==> config.mk <==
export PLATFORM = sky130hd
export DESIGN_NAME = seg_scan_flat
export DESIGN_NICKNAME = d
export VERILOG_FILES = /design/src/rtl/seg_scan_if.sv /design/src/rtl/seg_scan.sv /design/src/flat_wrapper.sv
export SDC_FILE = /design/constraint.sdc
export NUM_CORES = 1
export LEC_CHECK = 0
export BUFFER_PORTS_ARGS = -buffer_cell sky130_fd_sc_hd__buf_2
export CORE_MARGIN = 3
export CORE_UTILIZATION = 35
export DETAILED_ROUTE_END_ITERATION = 7
export PLACE_DENSITY = 0.62
export SYNTH_ARGS = -nofsm -noshare
export SYNTH_HDL_FRONTEND = slang
export SYNTH_SLANG_ARGS = --single-unit
==> constraint.sdc <==
create_clock -name clk -period 9.9 [get_ports clk]
set_input_delay 0.99 -clock clk [delete_from_list [all_inputs] [get_ports clk]]
set_output_delay 0.99 -clock clk [all_outputs]
set_load 0.02 [all_outputs]
==> src/rtl/seg_scan_if.sv <==
// Signal bundle between a display scanner and the logic that feeds it digit codes.
// The scanner side is the slave; whoever supplies digits and watches the anodes is the master.
interface seg_scan_if;
    logic       enable;
    logic [3:0] led0;
    logic [3:0] led1;
    logic [3:0] led2;
    logic [3:0] led3;
    logic [3:0] led4;
    logic [3:0] led5;
    logic [3:0] led6;
    logic [3:0] led7;
    logic [7:0] dot_en;
    logic [7:0] blink_en;
    logic [7:0] an;
    logic [6:0] seg;
    logic       dp;
    logic       frame_done;

    modport master (
        output enable, led0, led1, led2, led3, led4, led5, led6, led7, dot_en, blink_en,
        input  an, seg, dp, frame_done
    );

    modport slave (
        input  enable, led0, led1, led2, led3, led4, led5, led6, led7, dot_en, blink_en,
        output an, seg, dp, frame_done
    );
endinterface

==> src/rtl/seg_scan.sv <==
// Multiplexed 8-digit seven-segment scanner with per-digit decimal point and blink.
// Digit contents are captured at each frame start so a frame is never torn by input changes.
module seg_scan #(
    parameter int unsigned SCAN_DIV  = 100000,
    parameter int unsigned BLANK_CYC = 2000,
    parameter int unsigned BLINK_DIV = 25000000
) (
    input logic       clk,
    input logic       rst_n,
    seg_scan_if.slave bus
);
    localparam int unsigned CntW   = $clog2(SCAN_DIV);
    localparam int unsigned BlinkW = $clog2(BLINK_DIV);
    localparam logic [CntW-1:0]   CntMax   = CntW'(SCAN_DIV - 1);
    localparam logic [CntW-1:0]   BlankEnd = CntW'(BLANK_CYC);
    localparam logic [BlinkW-1:0] BlinkMax = BlinkW'(BLINK_DIV - 1);

    logic [CntW-1:0]   cnt_q, cnt_d;
    logic [2:0]        idx_q, idx_d;
    logic [BlinkW-1:0] blink_cnt_q, blink_cnt_d;
    logic              blink_phase_q, blink_phase_d;
    logic [7:0][3:0]   code_q, code_d;
    logic [7:0]        dot_q, dot_d;
    logic [7:0]        blink_q, blink_d;
    logic [7:0]        an_q, an_d;
    logic [6:0]        seg_q, seg_d;
    logic              dp_q, dp_d;
    logic              frame_done_q, frame_done_d;
    logic              frame_start;

    function automatic logic [6:0] decode(input logic [3:0] code);
        logic [6:0] s;
        case (code)
            4'd0:    s = 7'b1000000;
            4'd1:    s = 7'b1111001;
            4'd2:    s = 7'b0100100;
            4'd3:    s = 7'b0110000;
            4'd4:    s = 7'b0011001;
            4'd5:    s = 7'b0010010;
            4'd6:    s = 7'b0000010;
            4'd7:    s = 7'b1111000;
            4'd8:    s = 7'b0000000;
            4'd9:    s = 7'b0010000;
            4'd10:   s = 7'b0111111;
            default: s = 7'b1111111;
        endcase
        return s;
    endfunction

    always_comb begin
        frame_start = bus.enable && (cnt_q == '0) && (idx_q == 3'd0);

        // Decode from the next snapshot so a zero-length dark window still shows fresh contents.
        code_d  = code_q;
        dot_d   = dot_q;
        blink_d = blink_q;
        if (frame_start) begin
            code_d  = {bus.led7, bus.led6, bus.led5, bus.led4,
                       bus.led3, bus.led2, bus.led1, bus.led0};
            dot_d   = bus.dot_en;
            blink_d = bus.blink_en;
        end

        blink_cnt_d   = blink_cnt_q + BlinkW'(1);
        blink_phase_d = blink_phase_q;
        if (blink_cnt_q == BlinkMax) begin
            blink_cnt_d   = '0;
            blink_phase_d = ~blink_phase_q;
        end

        cnt_d = '0;
        idx_d = 3'd0;
        if (bus.enable) begin
            if (cnt_q == CntMax) begin
                idx_d = idx_q + 3'd1;
            end else begin
                cnt_d = cnt_q + CntW'(1);
                idx_d = idx_q;
            end
        end

        an_d         = 8'hFF;
        seg_d        = 7'h7F;
        dp_d         = 1'b1;
        frame_done_d = 1'b0;
        if (bus.enable) begin
            frame_done_d = (idx_q == 3'd7) && (cnt_q == CntMax);
            if (cnt_q >= BlankEnd) begin
                an_d = ~(8'b1 << idx_q);
                if (!(blink_d[idx_q] && !blink_phase_q)) begin
                    seg_d = decode(code_d[idx_q]);
                    dp_d  = ~dot_d[idx_q];
                end
            end
        end
    end

    always_ff @(posedge clk or negedge rst_n) begin
        if (!rst_n) begin
            cnt_q         <= '0;
            idx_q         <= 3'd0;
            blink_cnt_q   <= '0;
            blink_phase_q <= 1'b1;
            code_q        <= {8{4'd11}};
            dot_q         <= 8'h00;
            blink_q       <= 8'h00;
            an_q          <= 8'hFF;
            seg_q         <= 7'h7F;
            dp_q          <= 1'b1;
            frame_done_q  <= 1'b0;
        end else begin
            cnt_q         <= cnt_d;
            idx_q         <= idx_d;
            blink_cnt_q   <= blink_cnt_d;
            blink_phase_q <= blink_phase_d;
            code_q        <= code_d;
            dot_q         <= dot_d;
            blink_q       <= blink_d;
            an_q          <= an_d;
            seg_q         <= seg_d;
            dp_q          <= dp_d;
            frame_done_q  <= frame_done_d;
        end
    end

    assign bus.an         = an_q;
    assign bus.seg        = seg_q;
    assign bus.dp         = dp_q;
    assign bus.frame_done = frame_done_q;
endmodule

==> src/flat_wrapper.sv <==
// flat-port wrapper written by rule: the top's interface ports become plain ports
module seg_scan_flat 
#(
    parameter int unsigned SCAN_DIV  = 100000,
    parameter int unsigned BLANK_CYC = 2000,
    parameter int unsigned BLINK_DIV = 25000000
)
  (clk, rst_n, bus_enable, bus_led0, bus_led1, bus_led2, bus_led3, bus_led4, bus_led5, bus_led6, bus_led7, bus_dot_en, bus_blink_en, bus_an, bus_seg, bus_dp, bus_frame_done);
  seg_scan_if bus_i ();
  input logic clk;
  input logic rst_n;
  input wire logic [$bits(bus_i.enable)-1:0] bus_enable;
  input wire logic [$bits(bus_i.led0)-1:0] bus_led0;
  input wire logic [$bits(bus_i.led1)-1:0] bus_led1;
  input wire logic [$bits(bus_i.led2)-1:0] bus_led2;
  input wire logic [$bits(bus_i.led3)-1:0] bus_led3;
  input wire logic [$bits(bus_i.led4)-1:0] bus_led4;
  input wire logic [$bits(bus_i.led5)-1:0] bus_led5;
  input wire logic [$bits(bus_i.led6)-1:0] bus_led6;
  input wire logic [$bits(bus_i.led7)-1:0] bus_led7;
  input wire logic [$bits(bus_i.dot_en)-1:0] bus_dot_en;
  input wire logic [$bits(bus_i.blink_en)-1:0] bus_blink_en;
  output wire logic [$bits(bus_i.an)-1:0] bus_an;
  output wire logic [$bits(bus_i.seg)-1:0] bus_seg;
  output wire logic [$bits(bus_i.dp)-1:0] bus_dp;
  output wire logic [$bits(bus_i.frame_done)-1:0] bus_frame_done;
  assign bus_i.enable = bus_enable;
  assign bus_i.led0 = bus_led0;
  assign bus_i.led1 = bus_led1;
  assign bus_i.led2 = bus_led2;
  assign bus_i.led3 = bus_led3;
  assign bus_i.led4 = bus_led4;
  assign bus_i.led5 = bus_led5;
  assign bus_i.led6 = bus_led6;
  assign bus_i.led7 = bus_led7;
  assign bus_i.dot_en = bus_dot_en;
  assign bus_i.blink_en = bus_blink_en;
  assign bus_an = bus_i.an;
  assign bus_seg = bus_i.seg;
  assign bus_dp = bus_i.dp;
  assign bus_frame_done = bus_i.frame_done;
  seg_scan #(.SCAN_DIV(SCAN_DIV), .BLANK_CYC(BLANK_CYC), .BLINK_DIV(BLINK_DIV)) u_core (.clk(clk), .rst_n(rst_n), .bus(bus_i));
endmodule
==> results by stage <==
Global routing:
- The wire length of the first global-routing pass is 19.93 mm.
- The number of antenna violations at the first check in global routing is 0.
- The overflow left after global routing is 0.
- The total global routing track utilization is 0.1397.
- The maximum number of pins on one net before global-route repair is 83.
- The number of global-route vias before repair is 3966.

STA:
- The worst-margin pin slew is 1.095 ns.
- The total count of hold-check failures in the final report was 0.
- Summed over all failing endpoints, the final setup total negative slack is 0 ns.
- The achievable frequency is 0.2097 GHz.
- Setup repair after global routing left no endpoint under its margin.
- The final period utilization is 0.4817.
- The number of max-slew violations in the final report is 0.
- The minimum clock period is 4.769 ns.
- Across all setup checks in the final design, the least slack found is 5.131 ns.
- Setup violations remaining at the end of the flow were counted as 0.
- The worst slew slack as a fraction of its limit is 0.2635.
- The clock skew after layout is 0.008935 ns.

Power:
- The internal cell power is 850.0 µW.
- The switching fraction of total power is 0.2413.
- The power density over the cells is 173.4 nW/µm².
- The part of the total power dissipated in sequential elements is 0.488.
- The net switching component of the power is 270.3 µW.
- The part of the power in the clock network is 0.348.
- The peak supply drop is 0.08438 mV.
- The analysis attributes to cell leakage a power of 0.002831 µW.
- The combinational fraction of design power is 0.163.

Place:
- Routability-driven placement finished with a final weighted congestion of 0.8078.
- Timing analysis after detailed placement gives a worst setup slack of 5.138 ns.
- Once detailed placement completed, the half-perimeter wirelength came to 8.476 mm.
- The placed instances occupy a cell area of 6140 µm².
- The number of I/O port buffers is 67.

Finish:
- The area of the multi-input gates is 2645 µm².
- 0 antenna diodes ended up in the layout.
- In the final layout, the share of cells above drive strength 1 is 0.3625.
- The area added between synthesis and finish is 14.83%.
- The finished cells cover 6462 µm².
- In the final design database the tool counted 609 nets.
- The number of fill cells in the layout is 1458.
- The sequential standard cell area is 2829 µm².

Route:
- The post-route antenna net violation count is 0.
- Using the TritonRoute via totals, the vias-per-cell ratio works out to 4.987.
- The mean routed wirelength per cell is 15.71 µm.
- The sum of routed wire length over all layers is 11.94 mm.
- For this run, design rule violations remaining after detail routing come to 0.
- The first-iteration detailed-routing DRC count is 221.
- The total via count in the routed design is 3790.
- The detailed-router iteration count before antenna repair is 4.

Logic synthesis:
- The commonest cells after synthesis are sky130_fd_sc_hd__dfrtp_1, sky130_fd_sc_hd__nand2_1, sky130_fd_sc_hd__mux2_2.
- In the synthesized netlist the async set-or-reset flop fraction comes to 1.000.
- The fraction of post-synthesis cell area in the top cell type by area is 0.3112.
- The per-instance average area after synthesis is 11.68 µm².
- The dominant cell type by area after synthesis is sky130_fd_sc_hd__dfrtp_1.
- By area the synthesized netlist is led by sky130_fd_sc_hd__dfrtp_1, sky130_fd_sc_hd__dfstp_2, sky130_fd_sc_hd__mux2_2.
- The number of distinct library cell variants in the gate-level netlist after synthesis is 53.
- sky130_fd_sc_hd__dfrtp_1 is the most common cell in the netlist.
- The synthesized-area fraction occupied by ao, oa, aoi and oai cells is 0.06225.
- The post-synthesis register bit count is 111.
- After synthesis, the share of cell area in mux cells is 0.1632.
- The dominant combinational cell family by area after synthesis is multiplexers.
- For this run, the number of Yosys warnings is 0.
- Counting every net in the synthesized netlist gives 547.
- Of the total synthesized cell area, the portion taken by AND, OR, NAND and NOR gates is 0.1496.
- Of the total synthesized cell area, the portion taken by XOR and XNOR cells is 0.06225.
- The main flop type after synthesis is sky130_fd_sc_hd__dfrtp_1.
- Yosys mapped a number of flops with a built-in enable equal to 0.
- Of the total synthesized cell area, the portion taken by full adders, half adders and majority gates is 0.03112.
- The synthesized netlist occupies a cell area of 5628 µm².
- Of the synthesized area, sequential elements account for 0.5027.
- Counting every instance in the synthesized netlist gives 482.

CTS:
- The number of buffers on the longest clock path is 2.
- The CTS H-tree depth is 3.
- The number of setup buffers added after CTS is 0.
- The cell sitting at the root of the clock tree is a sky130_fd_sc_hd__clkbuf_16.
- The number of hold buffers added after cts is 0.
- TritonCTS built the clock tree.
- Counting every sink on the clock net gives 111.
- The clock slew at the register clock pins of the worst setup and hold paths is 0.07 ns.
- The later pin in the worst-skew pair is clocked with a latency of 0.36 ns.
- TritonCTS created 9 clock buffers.
- In this run, post-CTS repair resized a total of 0 instances.

Critical path:
- The data arrival time at the worst-slack endpoint is 5.07 ns.
- The largest fanout on the critical path is 54.
- The required time of the worst setup path is 10.20 ns.
- The endpoint class of the critical path is a register.
- The setup path with the least slack is of type reg -> reg.
- STA classifies the critical path startpoint as a register.
- The largest stage delay on the critical path is 0.79 ns.
- Among the stages of the critical path, the cell type that occurs most often is sky130_fd_sc_hd__inv_1.
- The signal on the critical path passes through inv_1 -> ha_1 -> nor4b_1 -> nand4b_2 -> nor2_8 -> mux2_2 -> mux2_2 -> a221oi_2 -> inv_1 -> ha_1 -> inv_1 -> or2_0 -> mux2i_1 -> nand2_1.
- The cell with the largest stage delay on the worst path is sky130_fd_sc_hd__nor2_8.

Die:
- In this run the count of I/O pins placed on the die edge is 68.
- From left edge to right edge, the die measures 132.8 µm.
- For this configuration, the core starts out at a cell density of 0.3635.
- After floorplanning, the core was divided into 45 placement rows.
- The die height is 132.8 µm.
- The full die area is 17640 µm².
- In this run the standard cell core region covers 15480 µm².

Status:
- The run finished with clean final reports.

Min path:
- The min-delay analysis places its worst path in the category reg -> reg.

Run:
- The tool flagged a number of max-cap violations equal to 0.
## registers in the layout, summed over array words and instances (netlist names)
signal                 count
u_core.bus.seg             7
u_core.bus.dp              1
u_core.idx_q               3
u_core.blink_cnt_q        25
u_core.blink_q             8
u_core.bus.frame_done      1
u_core.cnt_q              17
u_core.dot_q               8
u_core.bus.an              8
u_core.blink_phase_q       1
u_core.code_q             32
## per-stage QoR
step	utilization	power [µW]	instances	hold slack (ns)
4_1_cts	0.4174	1136	760	0.4814
6_report	0.4174	1120	760	0.4811
3_5_place_dp	0.3965	739.7	744	0.4711
5_1_grt	0.4174	1177	760	0.5119
2_1_floorplan	-	689.2	482	0.4375
3_3_place_gp	0.3965	729.7	744	0.4571
## power groups by stage
stage / combinational, µW / sequential (µW) / clock, µW
finish: 183 / 547 / 390
global route: 202 / 554 / 421
CTS: 185 / 547 / 403
detailed placement: 184 / 555 / 0
global placement: 176 / 553 / 0
floorplan: 141 / 548 / 0
## kinds of logic (layout without fill, tap and decap cells)
kind of cell / count (synthesis) / in the layout
and+or+nand+nor: 169 / 169
DFF: 111 / 111
muxes: 75 / 75
AOI/OAI and AO/OA: 42 / 42
xor gates and xnor gates: 40 / 40
buffers and inverters: 31 / 98
adders and majority gates: 14 / 14
## area by class of cell
class                      count  area share
sequential                   111      0.4378
multi-input combinational    340      0.4093
timing repair buffer          69     0.05460
tap                          211     0.04085
clock buffer                  10     0.03698
clock inverter                 6     0.01297
inverter                      13    0.007551
## cells in the final DEF, fill, tap and decap left out, types with 3 or more instances in the layout
| cell type | n |
|---|---|
| sky130_fd_sc_hd__dfrtp_1 | 70 |
| sky130_fd_sc_hd__buf_2 | 66 |
| sky130_fd_sc_hd__nand2_1 | 57 |
| sky130_fd_sc_hd__mux2_2 | 52 |
| sky130_fd_sc_hd__dfstp_2 | 41 |
| sky130_fd_sc_hd__nor2_1 | 39 |
| sky130_fd_sc_hd__xor2_1 | 27 |
| sky130_fd_sc_hd__nand3_1 | 22 |
| sky130_fd_sc_hd__and3_1 | 14 |
| sky130_fd_sc_hd__ha_1 | 14 |
| sky130_fd_sc_hd__mux2i_1 | 13 |
| sky130_fd_sc_hd__xnor2_1 | 13 |
| sky130_fd_sc_hd__inv_1 | 12 |
| sky130_fd_sc_hd__clkbuf_16 | 9 |
| sky130_fd_sc_hd__a211oi_1 | 8 |
| sky130_fd_sc_hd__a22oi_1 | 8 |
| sky130_fd_sc_hd__mux4_2 | 7 |
| sky130_fd_sc_hd__and2_1 | 7 |
| sky130_fd_sc_hd__o21ai_0 | 6 |
| sky130_fd_sc_hd__nand4_1 | 5 |
| sky130_fd_sc_hd__o211ai_1 | 5 |
| sky130_fd_sc_hd__nor4_1 | 4 |
| sky130_fd_sc_hd__o21a_1 | 4 |
| sky130_fd_sc_hd__mux2_4 | 3 |
| sky130_fd_sc_hd__nor2b_1 | 3 |
| sky130_fd_sc_hd__clkinv_2 | 3 |
| sky130_fd_sc_hd__buf_4 | 3 |
## final timing paths
path                                                 start                               end  slack (ns)  cells past startpoint
max                            u_core.idx_q[0]$_DFFE_PN0P_       u_core.bus.seg[4]$_DFF_PN1_        5.13                     14
min                        u_core.blink_cnt_q[0]$_DFF_PN0_   u_core.blink_cnt_q[0]$_DFF_PN0_        0.48                      1
max reg2reg                    u_core.idx_q[0]$_DFFE_PN0P_       u_core.bus.seg[4]$_DFF_PN1_        5.13                     14
min reg2reg                u_core.blink_cnt_q[0]$_DFF_PN0_   u_core.blink_cnt_q[0]$_DFF_PN0_        0.48                      1
max in group asynchronous                            rst_n  u_core.blink_cnt_q[17]$_DFF_PN0_        8.01                      2
min in group asynchronous                            rst_n        u_core.code_q[6]$_DFF_PN0_        0.55                      1
## worst max-delay path: cells and delay by family (launching register included)
family | cells | cell delay, ns
simple gates | 5 | 1.83
mux | 3 | 0.79
buf+inv | 3 | 0.77
fa+ha+maj | 2 | 0.53
compound gates | 1 | 0.39
flops | 1 | 0.38
## metal layers
layer / vias to the layer above / GRT usage / routed length [µm]
li1: 1808 / - / -
met1: 1888 / 0.1823 / 5328
met2: 83 / 0.2302 / 5909
met3: 11 / 0.03536 / 570
met4: 0 / 0.04042 / 135
met5: - / 0 / 0
No activity file was read; power rests on OpenSTA's default activity.
